**config.mk**
```make
export PLATFORM = sky130hd
export DESIGN_NAME = imm_decode_pipe
export DESIGN_NICKNAME = d
export VERILOG_FILES = /design/src/rtl/imm_decode_pipe.sv
export SDC_FILE = /design/constraint.sdc
export NUM_CORES = 1
export LEC_CHECK = 0
export CORE_ASPECT_RATIO = 0.75
export CORE_MARGIN = 10
export CORE_UTILIZATION = 28
export DETAILED_ROUTE_END_ITERATION = 16
export GPL_ROUTABILITY_DRIVEN = 0
export SYNTH_ARGS = -nofsm -noshare
export SYNTH_HDL_FRONTEND = slang
export SYNTH_SLANG_ARGS = --single-unit
```
**constraint.sdc**
```tcl
create_clock -name clk -period 2.5 [get_ports clk]
set_clock_uncertainty 0.1 [all_clocks]
set_input_delay 0.5 -clock clk [delete_from_list [all_inputs] [get_ports clk]]
set_output_delay 0.5 -clock clk [all_outputs]
set_load 0.1 [all_outputs]
```
**src/rtl/imm_decode_pipe.sv**
```systemverilog
// imm_decode_pipe: RISC-V immediate decoder behind a 2-entry skid buffer.
// The instruction class and extended immediate are computed combinationally
// from the incoming word and captured into a main/skid register pair, so a
// result appears one cycle after acceptance and back-pressure never loses data.
// Optional feature: define RVC_IMM_EN to decode compressed (16-bit) immediates;
// without it every compressed encoding decodes as NONE.
module imm_decode_pipe #(
  parameter int XLEN  = 32,
  parameter int TAG_W = 8
) (
  input  logic             clk,
  input  logic             rst,
  input  logic             in_valid,
  output logic             in_ready,
  input  logic [31:0]      in_instr,
  input  logic [TAG_W-1:0] in_tag,
  output logic             out_valid,
  input  logic             out_ready,
  output logic [XLEN-1:0]  out_imm,
  output logic [2:0]       out_type,
  output logic [TAG_W-1:0] out_tag
);

  typedef enum logic [2:0] {
    IMM_I    = 3'd0,
    IMM_S    = 3'd1,
    IMM_B    = 3'd2,
    IMM_J    = 3'd3,
    IMM_U    = 3'd4,
    IMM_Z    = 3'd5,
    IMM_C    = 3'd6,
    IMM_NONE = 3'd7
  } immType_e;

  localparam logic [6:0] OpLoad   = 7'b0000011;
  localparam logic [6:0] OpOpImm  = 7'b0010011;
  localparam logic [6:0] OpAuipc  = 7'b0010111;
  localparam logic [6:0] OpImm32  = 7'b0011011;
  localparam logic [6:0] OpStore  = 7'b0100011;
  localparam logic [6:0] OpLui    = 7'b0110111;
  localparam logic [6:0] OpBranch = 7'b1100011;
  localparam logic [6:0] OpJalr   = 7'b1100111;
  localparam logic [6:0] OpJal    = 7'b1101111;
  localparam logic [6:0] OpSystem = 7'b1110011;

  immType_e         decType;
  logic [31:0]      decImm32;
  logic [XLEN-1:0]  decImm;

  logic             mainValid_q, mainValid_d;
  logic [XLEN-1:0]  mainImm_q, mainImm_d;
  immType_e         mainType_q, mainType_d;
  logic [TAG_W-1:0] mainTag_q, mainTag_d;

  logic             skidValid_q, skidValid_d;
  logic [XLEN-1:0]  skidImm_q, skidImm_d;
  immType_e         skidType_q, skidType_d;
  logic [TAG_W-1:0] skidTag_q, skidTag_d;

  logic             inReady_q, inReady_d;
  logic             inFire;
  logic             outFire;

`ifdef RVC_IMM_EN
  immType_e    rvcType;
  logic [31:0] rvcImm32;

  // Compressed immediates: quadrant in [1:0], funct3 in [15:13]; unsupported encodings give NONE.
  always_comb begin
    rvcType  = IMM_NONE;
    rvcImm32 = '0;
    case (in_instr[1:0])
      2'b00: begin
        case (in_instr[15:13])
          3'b000: begin
            rvcType  = IMM_C;
            rvcImm32 = {22'b0, in_instr[10:7], in_instr[12:11], in_instr[5], in_instr[6], 2'b00};
          end
          3'b010, 3'b110: begin
            rvcType  = IMM_C;
            rvcImm32 = {25'b0, in_instr[5], in_instr[12:10], in_instr[6], 2'b00};
          end
          default: ;
        endcase
      end
      2'b01: begin
        case (in_instr[15:13])
          3'b000, 3'b010: begin
            rvcType  = IMM_C;
            rvcImm32 = {{26{in_instr[12]}}, in_instr[12], in_instr[6:2]};
          end
          3'b001: begin
            if (XLEN == 32) begin
              rvcType  = IMM_C;
              rvcImm32 = {{20{in_instr[12]}}, in_instr[12], in_instr[8], in_instr[10:9], in_instr[6],
                          in_instr[7], in_instr[2], in_instr[11], in_instr[5:3], 1'b0};
            end
          end
          3'b011: begin
            rvcType = IMM_C;
            if (in_instr[11:7] == 5'd2) begin
              rvcImm32 = {{22{in_instr[12]}}, in_instr[12], in_instr[4:3], in_instr[5], in_instr[2],
                          in_instr[6], 4'b0};
            end else begin
              rvcImm32 = {{14{in_instr[12]}}, in_instr[12], in_instr[6:2], 12'b0};
            end
          end
          3'b101: begin
            rvcType  = IMM_C;
            rvcImm32 = {{20{in_instr[12]}}, in_instr[12], in_instr[8], in_instr[10:9], in_instr[6],
                        in_instr[7], in_instr[2], in_instr[11], in_instr[5:3], 1'b0};
          end
          3'b110, 3'b111: begin
            rvcType  = IMM_C;
            rvcImm32 = {{23{in_instr[12]}}, in_instr[12], in_instr[6:5], in_instr[2], in_instr[11:10],
                        in_instr[4:3], 1'b0};
          end
          default: ;
        endcase
      end
      2'b10: begin
        case (in_instr[15:13])
          3'b010: begin
            rvcType  = IMM_C;
            rvcImm32 = {24'b0, in_instr[3:2], in_instr[12], in_instr[6:4], 2'b00};
          end
          3'b110: begin
            rvcType  = IMM_C;
            rvcImm32 = {24'b0, in_instr[8:7], in_instr[12:9], 2'b00};
          end
          default: ;
        endcase
      end
      default: ;
    endcase
  end
`endif

  // Classify the 32-bit opcode and assemble its immediate as a 32-bit value.
  always_comb begin
    decType  = IMM_NONE;
    decImm32 = '0;
    case (in_instr[6:0])
      OpLoad, OpOpImm, OpJalr, OpImm32: begin
        decType  = IMM_I;
        decImm32 = {{20{in_instr[31]}}, in_instr[31:20]};
      end
      OpStore: begin
        decType  = IMM_S;
        decImm32 = {{20{in_instr[31]}}, in_instr[31:25], in_instr[11:7]};
      end
      OpBranch: begin
        decType  = IMM_B;
        decImm32 = {{19{in_instr[31]}}, in_instr[31], in_instr[7], in_instr[30:25], in_instr[11:8], 1'b0};
      end
      OpJal: begin
        decType  = IMM_J;
        decImm32 = {{11{in_instr[31]}}, in_instr[31], in_instr[19:12], in_instr[20], in_instr[30:21], 1'b0};
      end
      OpLui, OpAuipc: begin
        decType  = IMM_U;
        decImm32 = {in_instr[31:12], 12'b0};
      end
      OpSystem: begin
        if (in_instr[14]) begin
          decType  = IMM_Z;
          decImm32 = {27'b0, in_instr[19:15]};
        end else begin
          decType  = IMM_I;
          decImm32 = {{20{in_instr[31]}}, in_instr[31:20]};
        end
      end
      default: ;
    endcase
`ifdef RVC_IMM_EN
    if (in_instr[1:0] != 2'b11) begin
      decType  = rvcType;
      decImm32 = rvcImm32;
    end
`endif
  end

  // Zero-extended classes keep bit 31 clear, so one sign extension serves every class.
  if (XLEN > 32) begin : gWide
    assign decImm = {{(XLEN-32){decImm32[31]}}, decImm32};
  end else begin : gNarrow
    assign decImm = decImm32;
  end

  assign inFire  = in_valid && inReady_q;
  assign outFire = mainValid_q && out_ready;

  // Skid buffer next state: main refills from skid on drain, new data lands in skid only when main is stuck.
  always_comb begin
    mainValid_d = mainValid_q;
    mainImm_d   = mainImm_q;
    mainType_d  = mainType_q;
    mainTag_d   = mainTag_q;
    skidValid_d = skidValid_q;
    skidImm_d   = skidImm_q;
    skidType_d  = skidType_q;
    skidTag_d   = skidTag_q;
    if (outFire) begin
      if (skidValid_q) begin
        mainImm_d   = skidImm_q;
        mainType_d  = skidType_q;
        mainTag_d   = skidTag_q;
        skidValid_d = 1'b0;
      end else if (inFire) begin
        mainImm_d  = decImm;
        mainType_d = decType;
        mainTag_d  = in_tag;
      end else begin
        mainValid_d = 1'b0;
      end
    end else if (inFire) begin
      if (!mainValid_q) begin
        mainValid_d = 1'b1;
        mainImm_d   = decImm;
        mainType_d  = decType;
        mainTag_d   = in_tag;
      end else begin
        skidValid_d = 1'b1;
        skidImm_d   = decImm;
        skidType_d  = decType;
        skidTag_d   = in_tag;
      end
    end
    inReady_d = !skidValid_d;
  end

  // State registers with synchronous reset that discards both entries.
  always_ff @(posedge clk) begin
    if (rst) begin
      mainValid_q <= 1'b0;
      mainImm_q   <= '0;
      mainType_q  <= IMM_NONE;
      mainTag_q   <= '0;
      skidValid_q <= 1'b0;
      skidImm_q   <= '0;
      skidType_q  <= IMM_NONE;
      skidTag_q   <= '0;
      inReady_q   <= 1'b1;
    end else begin
      mainValid_q <= mainValid_d;
      mainImm_q   <= mainImm_d;
      mainType_q  <= mainType_d;
      mainTag_q   <= mainTag_d;
      skidValid_q <= skidValid_d;
      skidImm_q   <= skidImm_d;
      skidType_q  <= skidType_d;
      skidTag_q   <= skidTag_d;
      inReady_q   <= inReady_d;
    end
  end

  assign in_ready  = inReady_q;
  assign out_valid = mainValid_q;
  assign out_imm   = mainImm_q;
  assign out_type  = mainType_q;
  assign out_tag   = mainTag_q;

endmodule

```
==> implementation parameters, run 1 <==
Parameter                              Value

CTS
  Clock root buffer ... sky130_fd_sc_hd__clkbuf_16
  Clock latency on the worst-skew pair ... 0.34 ns
  Hold buffers post-CTS ... 0
  Clock tree buffer depth ... 2
  Clock-pin slew reported for the worst setup and hold paths after clock tree synthesis ... 0.07 ns
  Number of buffers created by CTS ... 9
  Clock tree from TritonCTS ... built
  H-tree depth ... 3
  TritonCTS sink count ... 89

Global routing
  Global-route wire length before repair ... 21490 um
  Largest net degree at the start of global routing ... 58
  Sum of overflow across all layers after global routing ... 0
  GRT Total Usage ... 13.10%
  Vias in the first global route ... 3940
  Number of antenna violations at the first check in global routing ... 0

Floorplan
  Die Width ... 159.8 um
  Initial standard-cell utilization of the core ... 28.48%
  Row cnt ... 38
  I/O pin count ... 89
  Die Footprint ... 19940 um2
  Chip height ... 124.8 um
  Floorplan Core Area ... 14410 um2

Route
  Number of vias per cell ... 5.168
  Count of routing violations after the opening detailed-route iteration ... 267
  DRC violations left ... 0
  Highest signal layer in the routed design ... met4
  Detailed-routing iteration count for the pre-antenna-repair pass ... 5
  Total number of vias ... 4103
  Count of antenna-violating nets left after detailed routing ... 0
  Sum of met3 wire segment lengths after detailed routing ... 1093 um
  Length of routed wiring on met1 ... 6506 um
  Met2 wire length ... 5776 um
  Post-detailed-routing wire length ... 13490 um
  Avg WL per Cell ... 16.99 um

Power and ir drop
  Leakage ... 2.003 nW
  Clock network fraction of design power ... 31.0%
  Switching power ... 1.537 mW
  Logic gate share of total power ... 29.8%
  Internal power summed over all cells ... 2.536 mW
  Switching part of the total power ... 37.73%
  Power Dens Cells ... 731.6 nW/um2
  Peak supply drop ... 0.3748 mV
  Total power draw ... 4.073 mW
  Seq pwr share ... 39.2%

Hold path
  HP Start ... skidImm_q[7]$_SDFFE_PP0P_
  Worst min path class ... reg -> reg

Critical path
  CP Class ... in -> reg
  Required time of the critical path ... 2.65 ns
  Critical Path AT ... 2.49 ns
  Largest fanout of any net on the critical path ... 12
  Origin of the worst setup path ... in_instr[4]
  Kind of end point of the critical path ... register
  Startpoint Class ... primary input
  RR Startpoint ... out_valid$_SDFFE_PP0P_

Synthesis
  Mean instance size in the synthesized netlist ... 8.272 um2
  Seq cells post-synth ... 89
  Count of flip-flops with a built-in enable after synthesis ... 0
  Distinct cells, synth ... 48
  Synth Instances ... 496
  Net count of the mapped netlist ... 541
  Cell area after technology mapping ... 4103 um2
  Count of synthesis-stage warnings from yosys ... 0
  Sequential element share of the synthesized area ... 43.43%
  Top flip-flop cell by instance count after synthesis ... sky130_fd_sc_hd__dfxtp_1
  Share of synthesized registers carrying an async set or reset ... 0%

Timing
  Count of pins over their slew limit ... 0
  Max-slew headroom ... 52.57%
  Worst slew pin tran ... 0.7089 ns
  RSZ-0062 raised after global routing ... no
  Max Clk Rate ... 0.4275 GHz
  Final count of hold timing violations ... 0
  Crit share post-route ... 93.56%
  Tmin final ... 2.339 ns
  Final setup viols ... 0

Placement
  Detailed Place HPWL ... 9756 um
  Quantity of I/O buffers inserted on ports ... 88
  DP Cell Count ... 778
  Standard cell area after detailed placement ... 5291 um2

Finish
  Number of nets in the layout ... 634
  Layout Cells excl Fill ... 794
  Number of antenna diodes ... 0
  Fillers ... 1458
  Summed area of non-filler cells in the final layout ... 5567 um2
  Most common cell after layout, fill and taps aside ... sky130_fd_sc_hd__dfxtp_1
  Leading cell types in the layout, fill and taps excluded ... sky130_fd_sc_hd__dfxtp_1 (87), sky130_fd_sc_hd__nand2_1 (83), sky130_fd_sc_hd__buf_4 (80), sky130_fd_sc_hd__nor2_1 (45), sky130_fd_sc_hd__clkdlybuf4s50_1 (42)
  Growth of design area from synthesis to finish ... 35.68%
  Fraction of layout instances using a drive strength above 1 ... 19.87%

Status
  Run status ... completed

Job
  Max Cap Viol ... 0
[critical path: stages]
cell and delay (ns):
sky130_fd_sc_hd__clkdlybuf4s50_1 0.47, sky130_fd_sc_hd__buf_4 0.17, sky130_fd_sc_hd__buf_4 0.15, sky130_fd_sc_hd__and4b_1 0.24, sky130_fd_sc_hd__a211oi_1 0.11, sky130_fd_sc_hd__o31ai_2 0.32, sky130_fd_sc_hd__buf_4 0.20, sky130_fd_sc_hd__a21oi_1 0.10
sky130_fd_sc_hd__a211oi_1 0.24
[Yosys cell counts, types with 2 or more instances]
cell                        n  share of area (%)
sky130_fd_sc_hd__a221oi_1   4               0.85
sky130_fd_sc_hd__and3_1     2               0.30
sky130_fd_sc_hd__and4b_1    3               0.73
sky130_fd_sc_hd__a211oi_1  30                5.5
sky130_fd_sc_hd__a221oi_2   7                2.6
sky130_fd_sc_hd__nor4_1     3               0.46
sky130_fd_sc_hd__nand4b_1   2               0.43
sky130_fd_sc_hd__nand2_1   83                7.6
sky130_fd_sc_hd__a31oi_1    2               0.30
sky130_fd_sc_hd__o31ai_1    8                1.5
sky130_fd_sc_hd__buf_1      4               0.37
sky130_fd_sc_hd__o21ai_0   32                3.9
sky130_fd_sc_hd__a311oi_1  20                4.3
sky130_fd_sc_hd__nor3_1     7               0.85
sky130_fd_sc_hd__nand4_1    2               0.30
sky130_fd_sc_hd__nand3_1   10                1.2
sky130_fd_sc_hd__nor2_1    46                4.2
sky130_fd_sc_hd__a21oi_1   27                3.3
sky130_fd_sc_hd__buf_2     12                1.5
sky130_fd_sc_hd__dfxtp_1   89                 43
sky130_fd_sc_hd__o21bai_1   2               0.37
sky130_fd_sc_hd__nor3_2     2               0.49
sky130_fd_sc_hd__nand3b_1   8                1.5
sky130_fd_sc_hd__nand2b_1   2               0.30
sky130_fd_sc_hd__a22o_1     4               0.85
sky130_fd_sc_hd__or3_1     17                2.6
sky130_fd_sc_hd__a211o_1    5                1.1
sky130_fd_sc_hd__o211ai_1   4               0.73
sky130_fd_sc_hd__o221ai_1   2               0.43
sky130_fd_sc_hd__nor2b_1    3               0.46
sky130_fd_sc_hd__clkbuf_1  29                2.7
sky130_fd_sc_hd__inv_1      4               0.37
sky130_fd_sc_hd__mux2i_1    6                1.5
[state kept, by name (all words and copies together) (netlist names)]
name / flops
out_imm: 32
skidImm_q: 32
out_tag: 8
skidTag_q: 8
out_type: 3
skidType_q: 3
in_ready: 1
out_valid: 1
skidValid_q: 1
[power by group through the flow]
stage          clock (mW)  combinational [mW]  sequential [mW]
2_1_floorplan           0               0.331             2.14
3_3_place_gp            0                1.20             1.63
3_5_place_dp            0                1.22             1.63
4_1_cts              1.27                1.22             1.60
5_1_grt              1.33                1.28             1.61
6_report             1.26                1.21             1.60
[layer usage]
metal  vias to the layer above  track usage (%)
met3                        13            4.590
met1                      1948            17.92
li1                       1997                -
met4                         0            2.802
met2                       145            19.32
met5                         -                0
[stage by stage]
stage | setup WS [ns] | hold slack [ns] | util, % | TNS [ns]
6_report | 0.1609 | 0.3518 | 38.64 | 0
5_1_grt | 0.02896 | 0.3737 | 38.64 | 0
4_1_cts | 0.1018 | 0.3534 | 38.61 | 0
3_5_place_dp | -0.2827 | 0.3440 | 36.73 | -7.403
3_3_place_gp | -0.2202 | 0.3371 | 36.73 | -5.511
2_1_floorplan | 0.04306 | 0.3299 | - | 0
[logic make-up after synthesis]
group / count (synthesis) / synth area share [%]
and+or+nand+nor: 198 / 22.93
AOI/OAI and AO/OA: 151 / 26.53
DFF: 89 / 43.43
buffers and inverters: 49 / 4.849
muxes: 7 / 1.738
xor gates and xnor gates: 1 / 0.2135
adders and majority gates: 1 / 0.3049
[what timing repair did]
| action | in CTS | in global routing |
|---|---|---|
| buffers inserted | 0 | 0 |
| setup endpoints to repair | 0 | 2 |
| resized for setup | 0 | 1 |
[worst paths after layout]
path              slack (ns)                   endpoint  cells after the start
setup reg to reg        0.45   out_imm[29]$_SDFFE_PP0P_                      7
hold reg to reg         0.35  skidImm_q[7]$_SDFFE_PP0P_                      2
setup / recovery        0.16  skidImm_q[4]$_SDFFE_PP0P_                      9
hold / removal          0.35  skidImm_q[7]$_SDFFE_PP0P_                      2
[layout make-up]
class                   instances  area (um2)  share of cell area (%)
clock inverters                 6       41.29                  0.7417
clock buffers                  10       229.0                   4.113
well taps                     200       250.2                   4.495
flip-flops and latches         89        1784                   32.05
inverters                       4       15.01                  0.2697
repair buffers                127        1106                   19.87
multi-input cells             358        2141                   38.46
Note: power is estimated with default switching activity, not from simulation.
==> run 2: changes to the inputs <==
==> constraint.sdc (replaced) <==
create_clock -name clk -period 2.5 [get_ports clk]
set_clock_uncertainty 0.1 [all_clocks]
set_input_delay 0.625 -clock clk [delete_from_list [all_inputs] [get_ports clk]]
set_output_delay 0.625 -clock clk [all_outputs]
set_load 0.1 [all_outputs]
==> run 2 against run 1 <==
  * Global-route usage grew 0.21 points
  * Combinational power is essentially flat
  * Clock power grew 13%
  * Largest cell class unchanged
  * Setup slack lost 0.078 ns
  * Die area is the same
  * Worst hold slack is essentially flat
  * Critical endpoint is now skidImm_q[15]$_SDFFE_PP0P_
  * Via count grew 2.4%
==> implementation parameters, run 2 (same netlist as run 1, synthesis figures left out) <==
Parameter                              Value

Hold path
  Worst min path class ... reg -> reg

Critical path
  Startpoint Class ... primary input
  Required time of the critical path ... 2.59 ns
  Reg2reg setup slack ... 0.44 ns
  CP Class ... in -> reg
  Critical Path Slowest Stage Cell ... sky130_fd_sc_hd__clkdlybuf4s50_1
  Origin of the worst setup path ... in_instr[2]
  RR Startpoint ... out_valid$_SDFFE_PP0P_
  List of cells traversed by the critical path ... clkdlybuf4s50_1, buf_4, o21ai_0, a311oi_1, a211oi_2, nor2_1, a211oi_1
  Terminus of the critical flop-to-flop path ... out_imm[19]$_SDFFE_PP0P_
  Cell family with the largest share of critical-path delay ... compound AO/OA/AOI/OAI gates
  Largest fanout of any net on the critical path ... 11
  Kind of end point of the critical path ... register
  Maximum cell stage delay along the critical path ... 0.49 ns
  Worst path bufs/invs ... 2
  R2r worst-path depth ... 7
  Critical Path AT ... 2.51 ns
  Number of gates on the worst path with buffers counted ... 7
  Capture point of the worst path ... skidImm_q[15]$_SDFFE_PP0P_

Timing
  Max-slew headroom ... 58.49%
  Tmin final ... 2.417 ns
  Max Clk Rate ... 0.4137 GHz
  Crit share post-route ... 96.69%
  Worst slew pin tran ... 0.6204 ns
  RSZ-0062 raised after global routing ... yes
  Final count of hold timing violations ... 0
  Final setup viols ... 0
  Count of pins over their slew limit ... 0
  Hold slack ... 0.3514 ns

Floorplan
  Initial standard-cell utilization of the core ... 28.48%
  Die Width ... 159.8 um
  Die Footprint ... 19940 um2
  Floorplan Core Area ... 14410 um2
  Row cnt ... 38
  Chip height ... 124.8 um
  I/O pin count ... 89

Finish
  Fraction of layout instances using a drive strength above 1 ... 21.88%
  Number of nets in the layout ... 648
  Summed area of non-filler cells in the final layout ... 5725 um2
  Growth of design area from synthesis to finish ... 39.55%
  Number of antenna diodes ... 0
  Leading cell types in the layout, fill and taps excluded ... sky130_fd_sc_hd__buf_4 (93), sky130_fd_sc_hd__dfxtp_1 (87), sky130_fd_sc_hd__nand2_1 (83), sky130_fd_sc_hd__nor2_1 (45), sky130_fd_sc_hd__clkdlybuf4s50_1 (42)
  Most common cell after layout, fill and taps aside ... sky130_fd_sc_hd__buf_4

Global routing
  Sum of overflow across all layers after global routing ... 0
  GRT Total Usage ... 13.30%
  Global-route wire length before repair ... 22010 um
  Vias in the first global route ... 4009
  Number of antenna violations at the first check in global routing ... 1
  Largest net degree at the start of global routing ... 39

Route
  Count of routing violations after the opening detailed-route iteration ... 314
  Detailed-routing iteration count for the pre-antenna-repair pass ... 5
  Total number of vias ... 4202
  Number of vias per cell ... 5.200
  DRC violations left ... 0
  Avg WL per Cell ... 17.10 um
  Post-detailed-routing wire length ... 13820 um
  Count of antenna-violating nets left after detailed routing ... 0

Power and ir drop
  Total power draw ... 4.264 mW
  Leakage ... 2.090 nW
  Power Dens Cells ... 744.7 nW/um2
  Peak supply drop ... 0.3469 mV

Job
  Max Cap Viol ... 0

Placement
  Quantity of I/O buffers inserted on ports ... 88
  Standard cell area after detailed placement ... 5381 um2
  Detailed Place HPWL ... 10250 um

CTS
  Hold buffers post-CTS ... 0
  Clock latency on the worst-skew pair ... 0.34 ns
  Number of buffers created by CTS ... 9
  TritonCTS sink count ... 89
  Clock tree buffer depth ... 2
  Clock tree from TritonCTS ... built
  Clock-pin slew reported for the worst setup and hold paths after clock tree synthesis ... 0.07 ns
  Clock root buffer ... sky130_fd_sc_hd__clkbuf_16
  H-tree depth ... 3

Status
  Run status ... completed
## run 2: cell count changes in the layout (fill, tap and decap cells not counted)
cell,change
sky130_fd_sc_hd__inv_6,-1
sky130_fd_sc_hd__a211oi_2,+1
sky130_fd_sc_hd__clkinv_2,-3
sky130_fd_sc_hd__a211oi_1,-1
sky130_fd_sc_hd__bufinv_16,+1
sky130_fd_sc_hd__inv_8,+1
sky130_fd_sc_hd__buf_4,+13
sky130_fd_sc_hd__clkbuf_8,+2
sky130_fd_sc_hd__buf_6,+1
## run 2: power breakdown
part | internal, mW | total [mW] | leakage [nW] | switching, mW
Clock | 0.843 | 1.42 | 0.155 | 0.581
Combinational | 0.354 | 1.24 | 1.21 | 0.887
Sequential | 1.53 | 1.60 | 0.726 | 0.0728
## run 2: worst min-delay path, cell delays in order, from the launching register on
cell and delay, ns:
sky130_fd_sc_hd__dfxtp_1 0.31, sky130_fd_sc_hd__nand2_1 0.05, sky130_fd_sc_hd__a21oi_1 0.05
## run 2: per-layer routing
layer	track usage, %	vias up	routed length (um)
li1	-	2028	-
met1	18.23	2016	6556
met2	19.19	138	5990
met3	4.987	18	1138
met4	3.179	2	120
met5	0	-	13
## run 2: how the worst min path moves through the flow
stage                               startpoint                    endpoint  slack (ns)  depth (start not counted)
floorplan           skidType_q[2]$_SDFFE_PP1P_  skidType_q[2]$_SDFFE_PP1P_        0.33                          1
global placement     skidImm_q[9]$_SDFFE_PP0P_   skidImm_q[9]$_SDFFE_PP0P_        0.34                          2
detailed placement   skidImm_q[8]$_SDFFE_PP0P_   skidImm_q[8]$_SDFFE_PP0P_        0.34                          2
CTS                  skidImm_q[8]$_SDFFE_PP0P_   skidImm_q[8]$_SDFFE_PP0P_        0.35                          2
global route         skidImm_q[9]$_SDFFE_PP0P_   skidImm_q[9]$_SDFFE_PP0P_        0.38                          2
finish               skidImm_q[8]$_SDFFE_PP0P_   skidImm_q[8]$_SDFFE_PP0P_        0.35                          2
## run 2: timing repair
| item | 4_1_cts | 5_1_grt |
|---|---|---|
| buffers inserted | 0 | 2 |
| endpoints found under the setup margin | 0 | 26 |
| gates resized for setup | 0 | 3 |
## run 2: layout make-up
cell class / instances / area, um2
Sequential cell: 89 / 1784
Multi-Input combinational cell: 358 / 2146
Clock inverter: 4 / 58.81
Timing Repair Buffer: 141 / 1215
Inverter: 4 / 15.01
Clock buffer: 12 / 256.5
Tap cell: 200 / 250.2
Fill cell: 1440 / 8681
## run 2: stage by stage
stage	cells	util, %	setup WS [ns]	TNS (ns)
floorplan	496	-	0.04306	0
global placement	790	37.35	-0.2771	-13.57
detailed placement	790	37.35	-0.3358	-16.32
CTS	806	39.54	0.006876	0
global route	808	39.74	-0.02651	-0.1003
finish	808	39.74	0.08270	0
==> run 3: changes to the inputs <==
Settings changed: CORE_UTILIZATION 28 to 51, PLACE_DENSITY set to 0.8.
==> run 3 against run 2 <==
  * Non-clock buffer count decreased by 3
  * Global-route usage up 7.7 points
  * Cell area is 3.9% lower
  * Count of clock-buffer cells in the layout down 2
  * Combinational power barely moved
  * Total power decreased by 7.6%
  * Critical path depth unchanged
  * Wire length fell by 5.6%
  * Register-to-register slack lost 0.04 ns
  * Setup slack got worse by 0.027 ns
  * Critical endpoint is now skidImm_q[28]$_SDFFE_PP0P_
  * Largest cell class unchanged
  * Highest routed layer is now met4
==> implementation parameters, run 3 (same netlist as run 1, synthesis figures left out) <==
Parameter                              Value

Finish
  Growth of design area from synthesis to finish ... 34.07%
  Number of antenna diodes ... 0
  Fraction of layout instances using a drive strength above 1 ... 21.65%
  Leading cell types in the layout, fill and taps excluded ... sky130_fd_sc_hd__buf_4 (89), sky130_fd_sc_hd__dfxtp_1 (87), sky130_fd_sc_hd__nand2_1 (83), sky130_fd_sc_hd__nor2_1 (44), sky130_fd_sc_hd__clkdlybuf4s50_1 (42)
  Number of nets in the layout ... 645
  Fillers ... 625
  Most common cell after layout, fill and taps aside ... sky130_fd_sc_hd__buf_4
  Summed area of non-filler cells in the final layout ... 5500 um2

Job
  Max Cap Viol ... 0

Power and ir drop
  Total power draw ... 3.939 mW
  Leakage ... 2.032 nW
  Power Dens Cells ... 716.2 nW/um2
  Peak supply drop ... 0.4160 mV

Timing
  Final setup viols ... 0
  Final count of hold timing violations ... 0
  Tmin final ... 2.444 ns
  Max-slew headroom ... 60.90%
  Max Clk Rate ... 0.4091 GHz
  Crit share post-route ... 97.78%
  Count of pins over their slew limit ... 0
  Worst slew pin tran ... 0.5844 ns
  Post-Route Setup TNS ... 0 ns

CTS
  Clock tree buffer depth ... 2
  Number of buffers created by CTS ... 9
  TritonCTS sink count ... 89
  Clock root buffer ... sky130_fd_sc_hd__clkbuf_8
  Clock-pin slew reported for the worst setup and hold paths after clock tree synthesis ... 0.09 ns
  H-tree depth ... 3
  Clock tree from TritonCTS ... built
  Clock latency on the worst-skew pair ... 0.37 ns

Route
  Count of routing violations after the opening detailed-route iteration ... 505
  Number of vias per cell ... 5.969
  Detailed-routing iteration count for the pre-antenna-repair pass ... 6
  Avg WL per Cell ... 18.38 um
  Total number of vias ... 4238
  Count of antenna-violating nets left after detailed routing ... 0
  DRC violations left ... 0
  Post-detailed-routing wire length ... 13050 um

Placement
  Quantity of I/O buffers inserted on ports ... 88
  Standard cell area after detailed placement ... 5253 um2
  Detailed Place HPWL ... 9441 um

Global routing
  Vias in the first global route ... 4097
  Largest net degree at the start of global routing ... 37
  Global-route wire length before repair ... 20650 um
  Number of antenna violations at the first check in global routing ... 0
  GRT Total Usage ... 21.05%
  Sum of overflow across all layers after global routing ... 0

Floorplan
  Row cnt ... 28
  Floorplan Core Area ... 7848 um2
  Die Footprint ... 12070 um2
  Chip height ... 97.68 um
  I/O pin count ... 89
  Die Width ... 123.6 um
  Initial standard-cell utilization of the core ... 52.28%

Critical path
  Critical Path AT ... 2.61 ns
  Kind of end point of the critical path ... register
  Largest fanout of any net on the critical path ... 11
  Most used cell along the critical path ... sky130_fd_sc_hd__buf_4
  Required time of the critical path ... 2.66 ns
  Critical Path Slowest Stage Cell ... sky130_fd_sc_hd__clkdlybuf4s50_1
  CP Class ... in -> reg
  R2r worst-path depth ... 7
  Number of gates on the worst path with buffers counted ... 7
  List of cells traversed by the critical path ... clkdlybuf4s50_1, buf_4, nand4bb_1, nor3_1, nor2_1, buf_4, a311oi_1
  Maximum cell stage delay along the critical path ... 0.45 ns
  Cell family with the largest share of critical-path delay ... simple AND/OR/NAND/NOR gates
  Startpoint Class ... primary input
  Worst path bufs/invs ... 3

Status
  Run status ... completed

Hold path
  Hold path cells ... 2
  Worst min path class ... reg -> reg
-- run 3: cell types whose count changed in the layout (fill, tap and decap cells not counted), sizes merged --
cell	previous run	this run
clkinvlp	0	1
clkinv	1	2
clkbuf	12	10
inv	6	5
buf	99	96
bufinv	1	2
-- run 3: path summary, 6_finish.rpt --
check        slack, ns                       from                          to
min               0.36  skidTag_q[3]$_SDFFE_PP0P_   skidTag_q[3]$_SDFFE_PP0P_
max               0.06                in_instr[2]  skidImm_q[28]$_SDFFE_PP0P_
min reg2reg       0.36  skidTag_q[3]$_SDFFE_PP0P_   skidTag_q[3]$_SDFFE_PP0P_
max reg2reg       0.40     out_valid$_SDFFE_PP0P_    out_imm[21]$_SDFFE_PP0P_
-- run 3: cell type report --
class	count	area, um2	share of cell area [%]
flip-flops and latches	89	1784	32.44
well taps	105	131.4	2.389
multi-input cells	358	2147	39.04
clock inverters	6	90.09	1.638
repair buffers	138	1205	21.91
clock buffers	10	127.6	2.320
inverters	4	15.01	0.2730
-- run 3: timing repair --
action | in CTS | in global routing
setup buffers | 0 | 2
setup endpoints to repair | 0 | 14
hold buffers | 0 | 0
resized for setup | 0 | 4
-- run 3: worst register-to-register path, delay by kind of cell (launching register included) --
family          cells  cell delay (ns)
compound gates      2             0.22
fa+ha+maj           1             0.23
buf+inv             1             0.18
flops               1             0.42
simple gates        3             0.84
-- run 3: report_power, final --
group | total [mW] | leakage [nW] | switching, mW | internal [mW]
sequential | 1.59 | 0.726 | 0.0671 | 1.52
clock | 1.10 | 0.107 | 0.535 | 0.567
combinational | 1.25 | 1.20 | 0.892 | 0.353
-- run 3: routing by layer --
| layer | up-vias | track usage (%) | wire length, um |
|---|---|---|---|
| met5 | - | 0 | 0 |
| met4 | 0 | 4.379 | 110 |
| met2 | 178 | 33.69 | 6271 |
| met3 | 14 | 5.923 | 1138 |
| met1 | 2026 | 27.40 | 5528 |
| li1 | 2020 | - | - |
-- run 3: metrics by stage --
stage	setup WS (ns)	hold slack, ns	cells	util, %
4_1_cts	0.06303	0.3568	708	69.71
5_1_grt	-0.01601	0.3835	710	70.09
6_report	0.05553	0.3619	710	70.09
3_5_place_dp	-0.3174	0.3440	692	66.93
2_1_floorplan	0.04306	0.3299	496	-
3_3_place_gp	-0.2203	0.3372	692	66.93
